--- src/rtl/rv32_pkg.sv ---
// Basic RV32 data types shared across the core and its bus adapters.
package rv32;

  // Native machine word of the core.
  typedef logic [31:0] word_t;

endpackage

--- src/rtl/saratoga_pkg.sv ---
// Saratoga platform-wide bus definitions.
package saratoga;

  // Default byte-address width of the AXI space.
  localparam int DEFAULT_AXI_ADDR_WIDTH = 32;

  // AXI response encoding.
  typedef enum logic [1:0] {
    OKAY   = 2'b00,
    EXOKAY = 2'b01,
    SLVERR = 2'b10,
    DECERR = 2'b11
  } axi_resp_e;

endpackage

--- src/rtl/axi_lite_master.sv ---
// AXI4-Lite master: turns single-word core read/write requests into one
// AXI4-Lite transaction each and returns the result for one DONE cycle.
// A request withdrawn mid-flight still finishes on the bus, silently.
module axi_lite_master
  import saratoga::*;
  import rv32::*;
#(
  parameter int AXI_ADDR_WIDTH = DEFAULT_AXI_ADDR_WIDTH
) (
  input  logic                      clk,
  input  logic                      rst,
  // core side
  input  logic                      rd_en,
  input  logic                      wr_en,
  input  logic [AXI_ADDR_WIDTH-1:0] addr,
  input  word_t                     wr_data,
  input  logic [3:0]                wr_strobe,
  output word_t                     rd_data,
  output logic                      access_fault,
  output logic                      busy,
  // AXI write channels
  output logic [AXI_ADDR_WIDTH-1:0] awaddr,
  output logic [2:0]                awprot,
  output logic                      awvalid,
  input  logic                      awready,
  output word_t                     wdata,
  output logic [3:0]                wstrb,
  output logic                      wvalid,
  input  logic                      wready,
  input  logic [1:0]                bresp,
  input  logic                      bvalid,
  output logic                      bready,
  // AXI read channels
  output logic [AXI_ADDR_WIDTH-1:0] araddr,
  output logic [2:0]                arprot,
  output logic                      arvalid,
  input  logic                      arready,
  input  word_t                     rdata,
  input  logic [1:0]                rresp,
  input  logic                      rvalid,
  output logic                      rready
);

  typedef enum logic [2:0] {
    IDLE    = 3'd0,
    WRITE   = 3'd1,
    WR_RESP = 3'd2,
    RD_ADDR = 3'd3,
    RD_DATA = 3'd4,
    DONE    = 3'd5
  } state_e;

  state_e                    state_r, state_n;
  logic                      orphan_r, orphan_n;
  logic                      awvalid_n, wvalid_n, bready_n, arvalid_n, rready_n;
  logic                      fault_n;
  logic [AXI_ADDR_WIDTH-1:0] awaddr_n, araddr_n;
  word_t                     wdata_n, rd_data_n;
  logic [3:0]                wstrb_n;
  logic                      withdrawn_s, orphan_hit_s, aw_done_s, w_done_s;

  // Unprivileged, secure, data accesses only.
  assign awprot = 3'b000;
  assign arprot = 3'b000;

  // Core dropped both enables: whatever is in flight has no consumer any more.
  assign withdrawn_s  = ~rd_en & ~wr_en;
  assign orphan_hit_s = orphan_r | withdrawn_s;

  // A write channel is finished once its valid has been retired by a handshake.
  assign aw_done_s = ~awvalid | awready;
  assign w_done_s  = ~wvalid | wready;

  assign busy = ~rst & (((state_r != IDLE) & (state_r != DONE)) |
                        ((state_r == IDLE) & (rd_en | wr_en)));

  // Next-state and next-register-value logic for the transaction FSM.
  always_comb begin
    state_n   = state_r;
    orphan_n  = orphan_r;
    awvalid_n = awvalid;
    wvalid_n  = wvalid;
    bready_n  = bready;
    arvalid_n = arvalid;
    rready_n  = rready;
    awaddr_n  = awaddr;
    wdata_n   = wdata;
    wstrb_n   = wstrb;
    araddr_n  = araddr;
    rd_data_n = rd_data;
    fault_n   = 1'b0;

    case (state_r)
      IDLE: begin
        orphan_n = 1'b0;
        if (rd_en && wr_en) begin
          state_n = DONE;
          fault_n = 1'b1;
        end else if (wr_en) begin
          state_n   = WRITE;
          awvalid_n = 1'b1;
          wvalid_n  = 1'b1;
          awaddr_n  = addr;
          wdata_n   = wr_data;
          wstrb_n   = wr_strobe;
        end else if (rd_en) begin
          state_n   = RD_ADDR;
          arvalid_n = 1'b1;
          araddr_n  = addr;
        end else begin
          state_n = IDLE;
        end
      end

      WRITE: begin
        orphan_n = orphan_hit_s;
        if (awvalid && awready) begin
          awvalid_n = 1'b0;
        end else begin
          awvalid_n = awvalid;
        end
        if (wvalid && wready) begin
          wvalid_n = 1'b0;
        end else begin
          wvalid_n = wvalid;
        end
        if (aw_done_s && w_done_s) begin
          state_n  = WR_RESP;
          bready_n = 1'b1;
        end else begin
          state_n = WRITE;
        end
      end

      WR_RESP: begin
        orphan_n = orphan_hit_s;
        if (bvalid) begin
          bready_n = 1'b0;
          if (orphan_hit_s) begin
            state_n  = IDLE;
            orphan_n = 1'b0;
          end else begin
            state_n = DONE;
            fault_n = (bresp != OKAY);
          end
        end else begin
          state_n = WR_RESP;
        end
      end

      RD_ADDR: begin
        orphan_n = orphan_hit_s;
        if (arready) begin
          state_n   = RD_DATA;
          arvalid_n = 1'b0;
          rready_n  = 1'b1;
        end else begin
          state_n = RD_ADDR;
        end
      end

      RD_DATA: begin
        orphan_n = orphan_hit_s;
        if (rvalid) begin
          rready_n = 1'b0;
          if (orphan_hit_s) begin
            state_n  = IDLE;
            orphan_n = 1'b0;
          end else begin
            state_n   = DONE;
            rd_data_n = rdata;
            fault_n   = (rresp != OKAY);
          end
        end else begin
          state_n = RD_DATA;
        end
      end

      DONE: begin
        state_n  = IDLE;
        orphan_n = 1'b0;
      end

      default: begin
        state_n   = IDLE;
        orphan_n  = 1'b0;
        awvalid_n = 1'b0;
        wvalid_n  = 1'b0;
        bready_n  = 1'b0;
        arvalid_n = 1'b0;
        rready_n  = 1'b0;
      end
    endcase
  end

  // FSM state and withdrawn-request flag.
  always_ff @(posedge clk or posedge rst) begin
    if (rst) begin
      state_r  <= IDLE;
      orphan_r <= 1'b0;
    end else begin
      state_r  <= state_n;
      orphan_r <= orphan_n;
    end
  end

  // Registered AXI channel outputs, so no ready feeds a valid combinationally.
  always_ff @(posedge clk or posedge rst) begin
    if (rst) begin
      awvalid <= 1'b0;
      wvalid  <= 1'b0;
      bready  <= 1'b0;
      arvalid <= 1'b0;
      rready  <= 1'b0;
      awaddr  <= '0;
      wdata   <= 32'h0000_0000;
      wstrb   <= 4'h0;
      araddr  <= '0;
    end else begin
      awvalid <= awvalid_n;
      wvalid  <= wvalid_n;
      bready  <= bready_n;
      arvalid <= arvalid_n;
      rready  <= rready_n;
      awaddr  <= awaddr_n;
      wdata   <= wdata_n;
      wstrb   <= wstrb_n;
      araddr  <= araddr_n;
    end
  end

  // Result presented to the core; the fault bit is only ever high in DONE.
  always_ff @(posedge clk or posedge rst) begin
    if (rst) begin
      rd_data      <= 32'h0000_0000;
      access_fault <= 1'b0;
    end else begin
      rd_data      <= rd_data_n;
      access_fault <= fault_n;
    end
  end

endmodule
--- config.mk ---
export PLATFORM = sky130hd
export DESIGN_NAME = axi_lite_master
export DESIGN_NICKNAME = d
export VERILOG_FILES = /design/src/rtl/rv32_pkg.sv /design/src/rtl/saratoga_pkg.sv /design/src/rtl/axi_lite_master.sv
export SDC_FILE = /design/constraint.sdc
export NUM_CORES = 1
export LEC_CHECK = 0
export ABC_AREA = 1
export CORE_ASPECT_RATIO = 0.5
export CORE_MARGIN = 1.5
export CORE_UTILIZATION = 30
export CTS_BUF_LIST = sky130_fd_sc_hd__clkbuf_16
export DETAILED_ROUTE_END_ITERATION = 8
export SYNTH_ARGS = -nofsm -noshare
export SYNTH_HDL_FRONTEND = slang
export SYNTH_SLANG_ARGS = --single-unit
--- constraint.sdc ---
create_clock -name clk -period 7.68 [get_ports clk]
set_input_delay 0.768 -clock clk [delete_from_list [all_inputs] [get_ports clk]]
set_output_delay 0.768 -clock clk [all_outputs]
set_load 0.02 [all_outputs]
== Word-level counts from Yosys, hierarchy flattened ==
Cells that the tools add are included.
Widths: inputs -> output; s select.

* Word-level logic and storage cells: 105
* Output and inout bits: 145
* Flip-flop bits (word level): 142

* Bitwise operators: 20
* Muxes and demuxes: 35
* Reductions and logical operators: 21
* Equality and inequality tests: 16

{| class="wikitable"
|+ Operator list
! cell !! count
|-
| $pmux 1 s3 || 7
|-
| $ne 2x2->1 const B || 10
|-
| $mux 1 || 19
|-
| $reduce_or 4->1 || 4
|-
| $mux 3 || 5
|-
| $pmux 3 s5 || 1
|-
| $reduce_and 3->1 || 4
|-
| $reduce_and 4->1 || 3
|-
| $not 1->1 || 11
|-
| $eq 3x2->1 const B || 2
|-
| $eq 3x3->1 const B || 2
|-
| $mux 2 || 3
|-
| $or 1x1->1 || 5
|-
| $reduce_and 5->1 || 1
|-
| $and 1x1->1 || 4
|-
| $logic_and 1x1->1 || 4
|-
| $reduce_bool 2->1 || 2
|-
| $eq 3x1->1 const B || 1
|-
| $logic_not 3->1 || 1
|-
| $ne 3x3->1 const B || 1
|-
| $reduce_bool 3->1 || 1
|-
| $reduce_or 2->1 || 1
|}

== Longest topological paths before layout ==
* Depth after elaboration: 6
* Gate-level depth with buffers: 9

== Least setup slack after synthesis ==
OpenSTA, ideal clock, no wires.

* Path type: input to output
* Start: input port rst
* End: output port busy
* Setup slack: 2.333 ns
* Stages on the path: 3
* Arrival time: 4.579 ns
* Data required time: 6.912 ns
* Buffers on the path: 0
* Cell sequence: inv_1 o21ai_0 a21oi_1

* Longest elaborated chain between the ends: 2

{| class="wikitable"
|+ Ends and longest elaborated chain
! item !! line !! RTL
|-
| start: declaration || axi_lite_master.sv:11 || <nowiki>input logic rst,</nowiki>
|-
| $not 1->1 || axi_lite_master.sv:74 || <nowiki>assign busy = ~rst & (((state_r != IDLE) & (state_r != DONE)) |</nowiki>
|-
| $and 1x1->1 || axi_lite_master.sv:74 ||
|-
| end: declaration || axi_lite_master.sv:20 || <nowiki>output logic busy,</nowiki>
|}

No other way between the ends.

== Worst setup path after layout ==
Same ends and word-level chain as after synthesis.

==> flow_summary.toml <==
[timing]
setup_tns_ps = 0
period_share = 0.4568
fin_ws_ps = 4172
finalSetupViolations = 0
min_period_ps = 3508
clock-skew-final_ps = 8.673
fmax_mhz = 285.0
max-slew-margin-rel = 0.3231
rsz0062_at_grt = "false"
slew_viol_final = 0
worst_pin_slew_ps = 1015
hold_viol = 0
whs_ps = 469.5

[floorplan]
die_w_um = 200.3
rows = 35
core_um2 = 18740
ioPinCount = 258
die_h_um = 101.6
start_util = 0.3115
dieArea_um2 = 20360

[clocking]
h-tree-depth = 4
clock_sinks = 142
clockBufferDepth = 2
cts-resized-gates = 0
cts_tree = "built"
clock_latency_ps = 420
cts_hold_buffers = 0
clkTransAtPathRegs_ps = 50
cts-root-buf = "clkbuf_16"
cts_buffers = 17
postCtsSetupRepairBufs = 0

[drt]
avgRoutedWirePerCell_um = 14.30
drtIter0Drc = 177
first_pass_iters = 4
postRouteWirelength_mm = 16.43
vias_per_cell = 4.300
antenna_left = 0
drc = 0
vias = 4941

[placed_design]
pre_cts_ws_ps = 4119
globalplace.congestion = 0.8063
dp_hpwl_mm = 11.55
port_buffers = 251

[grt]
busiest_layer = "met2"
grt_max_degree = 113
grt.met1_usage = 0.2000
grt_pass1_wl_mm = 26.30
overflow = 0
met2_usage = 0.2879
antenna_found_initial = 0
grtUsageTotal = 0.1639
first_global_vias = 5042
gr-usage-met3 = 0.03700

[worst_hold_path]
min_path_type = "reg -> reg"
min_from = "rd_data[30]"
holdPathStages = 2
min_to = "rd_data[30]"

[finish]
num-nets-final = 993
syn2layout_area_growth_pct = 55.57
drive_above_1_share = 0.04944
nFillCells = 1812
diodes = 0

[logic_synthesis]
yosys.cell_types.count = 28
seq_area_frac_synth = 0.6087
ys_ff_latch = 142
netlist_area_um2 = 5838
syn_inst = 638
syn_avg_cell_area_um2 = 9.151
synth_warnings = 0

[setup_path]
cp.required_ps = 6910
r2r-end = "wdata[16]"
setup.worst_path.class = "in -> out"
cp_data_arrival_time_ps = 2740
r2r_setup_slack_ps = 5310
end_kind = "output port"
cp_max_fo = 69
r2r-start = "state_r[0]"
cp-startpoint = "rst"
ff2ff_path_depth = 6
critPathLaunchType = "primary input"

[status]
status = "finished, final reports clean"

[run]
maxCapViolCount = 0

[power]
peakVddDrop_mv = 0.1625
leakage_nw = 4.375
power.density_nw_per_um2 = 436.2
[routing by layer]
metal / up-vias / share of wire
met5: - / 0
met4: 0 / 0.016
met3: 18 / 0.034
met2: 108 / 0.51
met1: 2336 / 0.44
li1: 2479 / -
[cell usage after synthesis]
master    count  area share
inv_1        80       0.051
a21oi_1       3      0.0026
nand3_4       1      0.0030
buf_4         8       0.010
nor2_4        1      0.0019
nor2_1       13      0.0084
inv_4         1      0.0011
buf_6        10       0.019
o21bai_2      1      0.0019
clkbuf_1      2      0.0013
dfrtp_1     142        0.61
nand2_1     187        0.12
o21ai_1      57       0.049
a21o_1        1      0.0013
inv_2         2      0.0013
nor2_8        1      0.0034
ha_1          1      0.0021
nor3_4        1      0.0028
o211ai_1      1      0.0013
nand2_2       2      0.0021
buf_2        18       0.015
conb_1        1     0.00064
nand3_1      48       0.041
or2_2         1      0.0011
nor3_1        2      0.0017
o21ai_0      50       0.043
nand4_1       2      0.0021
nand3_2       1      0.0017
[cell families after synthesis]
group | synth area share
other | 0.0006423
and+or+nand+nor | 0.1897
DFF | 0.6087
AOI/OAI and AO/OA | 0.09880
adders and majority gates | 0.002143
buffers and inverters | 0.1001
[worst max-delay path, stage by stage]
cell             delay [ps]
clkdlybuf4s50_1         470
inv_6                   460
o21ai_0                 180
a21oi_1                 180
clkdlybuf4s50_1         630
[sequential cells by signal, summed over array words and instances (netlist names)]
signal        cells
access_fault      1
awaddr           32
araddr           32
state_r           3
awvalid           1
wdata            32
rd_data          32
rready            1
wstrb             4
wvalid            1
orphan_r          1
bready            1
arvalid           1
[per-stage QoR]
| stage | cells | utilization | cell area [um2] | power [W] |
|---|---|---|---|---|
| final | 1149 | 0.4846 | 9082 | 0.003961 |
| after floorplan | 643 | - | 5857 | 0.002215 |
| after CTS | 1149 | 0.4846 | 9082 | 0.004014 |
| after detailed placement | 1119 | 0.4513 | 8458 | 0.003104 |
| after global routing | 1149 | 0.4846 | 9082 | 0.004210 |
| after global placement | 1119 | 0.4513 | 8458 | 0.003073 |
[final cells by class]
type	instances	area, um2	share of cell area
well taps	259	324.1	0.03568
clock inverters	13	198.9	0.02190
clock buffers	17	425.4	0.04684
repair buffers	255	2542	0.2799
inverters	83	319.1	0.03513
flip-flops and latches	142	3553	0.3912
multi-input cells	380	1719	0.1893
[layout by cell type, fill, tap and decap left out, types with 2 or more instances in the layout]
cell type / instances
o21ai_0: 50
nand3_1: 48
nand2_1: 187
inv_1: 80
bufinv_16: 5
nor3_1: 2
nand4_1: 2
o21ai_1: 57
clkbuf_16: 17
nor2_1: 13
conb_1: 6
inv_2: 2
clkinv_4: 2
a21oi_1: 3
nand2_2: 2
dfrtp_1: 142
buf_4: 4
clkinvlp_4: 2
clkinv_1: 2
clkdlybuf4s50_1: 251
[power breakdown]
group | internal (W) | switching [W] | leakage (nW)
clock | 0.000569 | 0.000315 | 0.301
combinational | 0.000809 | 0.000964 | 2.29
sequential | 0.00110 | 0.000206 | 1.78
total | 0.00248 | 0.00149 | 4.37
[worst max-delay path by stage]
stage | to | cells past startpoint
after floorplan | busy | 3
after global placement | busy | 5
after detailed placement | busy | 5
after CTS | busy | 5
after global routing | busy | 5
final | busy | 5
Note: power is estimated with default switching activity, not from simulation.
==> variant: new RTL, same settings <==
Encoding of `state_e`: now one-hot (6 bits for 6 states).
--- a/src/rtl/axi_lite_master.sv
+++ b/src/rtl/axi_lite_master.sv
@@ -43,9 +43,9 @@
 
-  typedef enum logic [2:0] {
-    IDLE    = 3'd0,
-    WRITE   = 3'd1,
-    WR_RESP = 3'd2,
-    RD_ADDR = 3'd3,
-    RD_DATA = 3'd4,
-    DONE    = 3'd5
+  typedef enum logic [5:0] {
+    IDLE    = 6'b000001,
+    WRITE   = 6'b000010,
+    WR_RESP = 6'b000100,
+    RD_ADDR = 6'b001000,
+    RD_DATA = 6'b010000,
+    DONE    = 6'b100000
   } state_e;
Behaviour: no difference found for any inputs over 4 cycles, from zero or initial values and one cycle with rst high; so few cycles prove little.
==> variant against the unedited design <==
  * Design area up 3.0%
  * Sequential cell count grew 3
  * Non-clock buffer count up 1
  * Worst setup slack improved by 0.10 ns
  * Register-to-register slack worse by 0.26 ns
  * Global-route usage decreased by 0.99 points
  * Total power fell by 3.3%
  * Synthesized area grew 4.7%
  * Wire length fell by 2.5%
  * Critical path depth unchanged
  * Final cell count is 2.5% higher
  * Critical path type unchanged
  * Largest cell class unchanged
==> variant: results (changes against the unedited design) <==
.. list-table::
   :header-rows: 1

   * - Metric
     - Value
   * - Worst Tran Pin Value
     - 0.964 ns (-0.0517 ns)
   * - Signal buffers share of area
     - 27.3% (-0.73 points)
   * - Fraction of area in registers
     - 38.8% (-0.32 points)
   * - Leading post-synthesis cells by cell area
     - dfrtp_1 (59%), nand2_1 (10%), inv_1 (5.3%)
   * - Worst supply voltage drop on vdd
     - 0.170 mV (+4.4%)
   * - Lkg Pwr
     - 4.51 nW (+3.1%)
   * - Clock skew after layout
     - 0.00993 ns (+0.00126 ns)
   * - Sequential area share after synthesis
     - 59.4% (-1.5 points)
   * - Signal arrival time at the worst endpoint
     - 2.64 ns (-0.10 ns)
   * - Non-clock buffer count
     - 256 (+0.39%)
   * - Placed wire-length estimate
     - 11,500 microns (-0.87%)
   * - End of the worst hold path
     - rd_data[25]$_DFFE_PP0P_
   * - Multi-input logic area
     - 0.00194 sq mm (+13%)
   * - WL met2
     - 8340 microns (-1.1%)
   * - Outcome
     - finished clean
   * - Number of global-route vias before repair
     - 4,979 (-1.2%)
   * - Final Wtd Congestion
     - 0.787 (-2.4%)
   * - Global-route total usage across every layer
     - 15.4% (-0.99 points)
   * - Global-route met1 utilization
     - 18.8% (-1.2 points)
   * - Clock tree sinks
     - 145 (+2.1%)
   * - Global Route met3 Usage
     - 4.10% (+0.40 points)
   * - Total number of nets in the final design
     - 1,012 (+1.9%)
   * - Total number of multi-input combinational cells
     - 392 (+3.2%)
   * - Hold path start
     - rd_data[25]$_DFFE_PP0P_
   * - Worst Path Max Fanout
     - 70 (+1.4%)
   * - Endpoint of the worst register-to-register path
     - wdata[25]$_DFFE_PP0P_
   * - Switch share
     - 37.9% (+0.42 points)
   * - Metal1 wirelength
     - 6890 microns (-4.1%)
   * - Wire length of the first global-routing pass
     - 25,900 microns (-1.4%)
   * - Relative area of clock buffers and inverters in the final design
     - 6.09% (-0.79 points)
   * - Most instantiated cells after synthesis
     - nand2_1 (165), dfrtp_1 (144), inv_1 (87), nand3_1 (43), o21ai_1 (43)
   * - Clock network power
     - 798 uW (-9.7%)
   * - Routed length on met3
     - 662 microns (+18%)
   * - Synthesized-area fraction occupied by adder cells
     - 0% (-0.21 points)
   * - Clock network fraction of design power
     - 20.8% (-1.5 points)
variant: changes by cell type after synthesis, sizes merged, moves of 5 or more:
| cell | before | now |
|---|---|---|
| buf | 36 | 29 |
| nand3 | 50 | 45 |
| nand4 | 2 | 7 |
| clkbuf | 2 | 8 |
| nor2 | 15 | 26 |
| nand2 | 189 | 197 |
variant: per-stage QoR:
stage | cells | instance area (sq um) | hold slack (ns) | utilization, % | setup slack [ns]
2_1_floorplan | 661 | 6130 | 0.558 | - | 2.60
3_3_place_gp | 1146 | 8780 | 0.455 | 44.5 | 4.21
3_5_place_dp | 1146 | 8780 | 0.457 | 44.5 | 4.22
4_1_cts | 1178 | 9350 | 0.472 | 47.4 | 4.21
5_1_grt | 1178 | 9350 | 0.488 | 47.4 | 4.09
6_report | 1178 | 9350 | 0.469 | 47.4 | 4.27
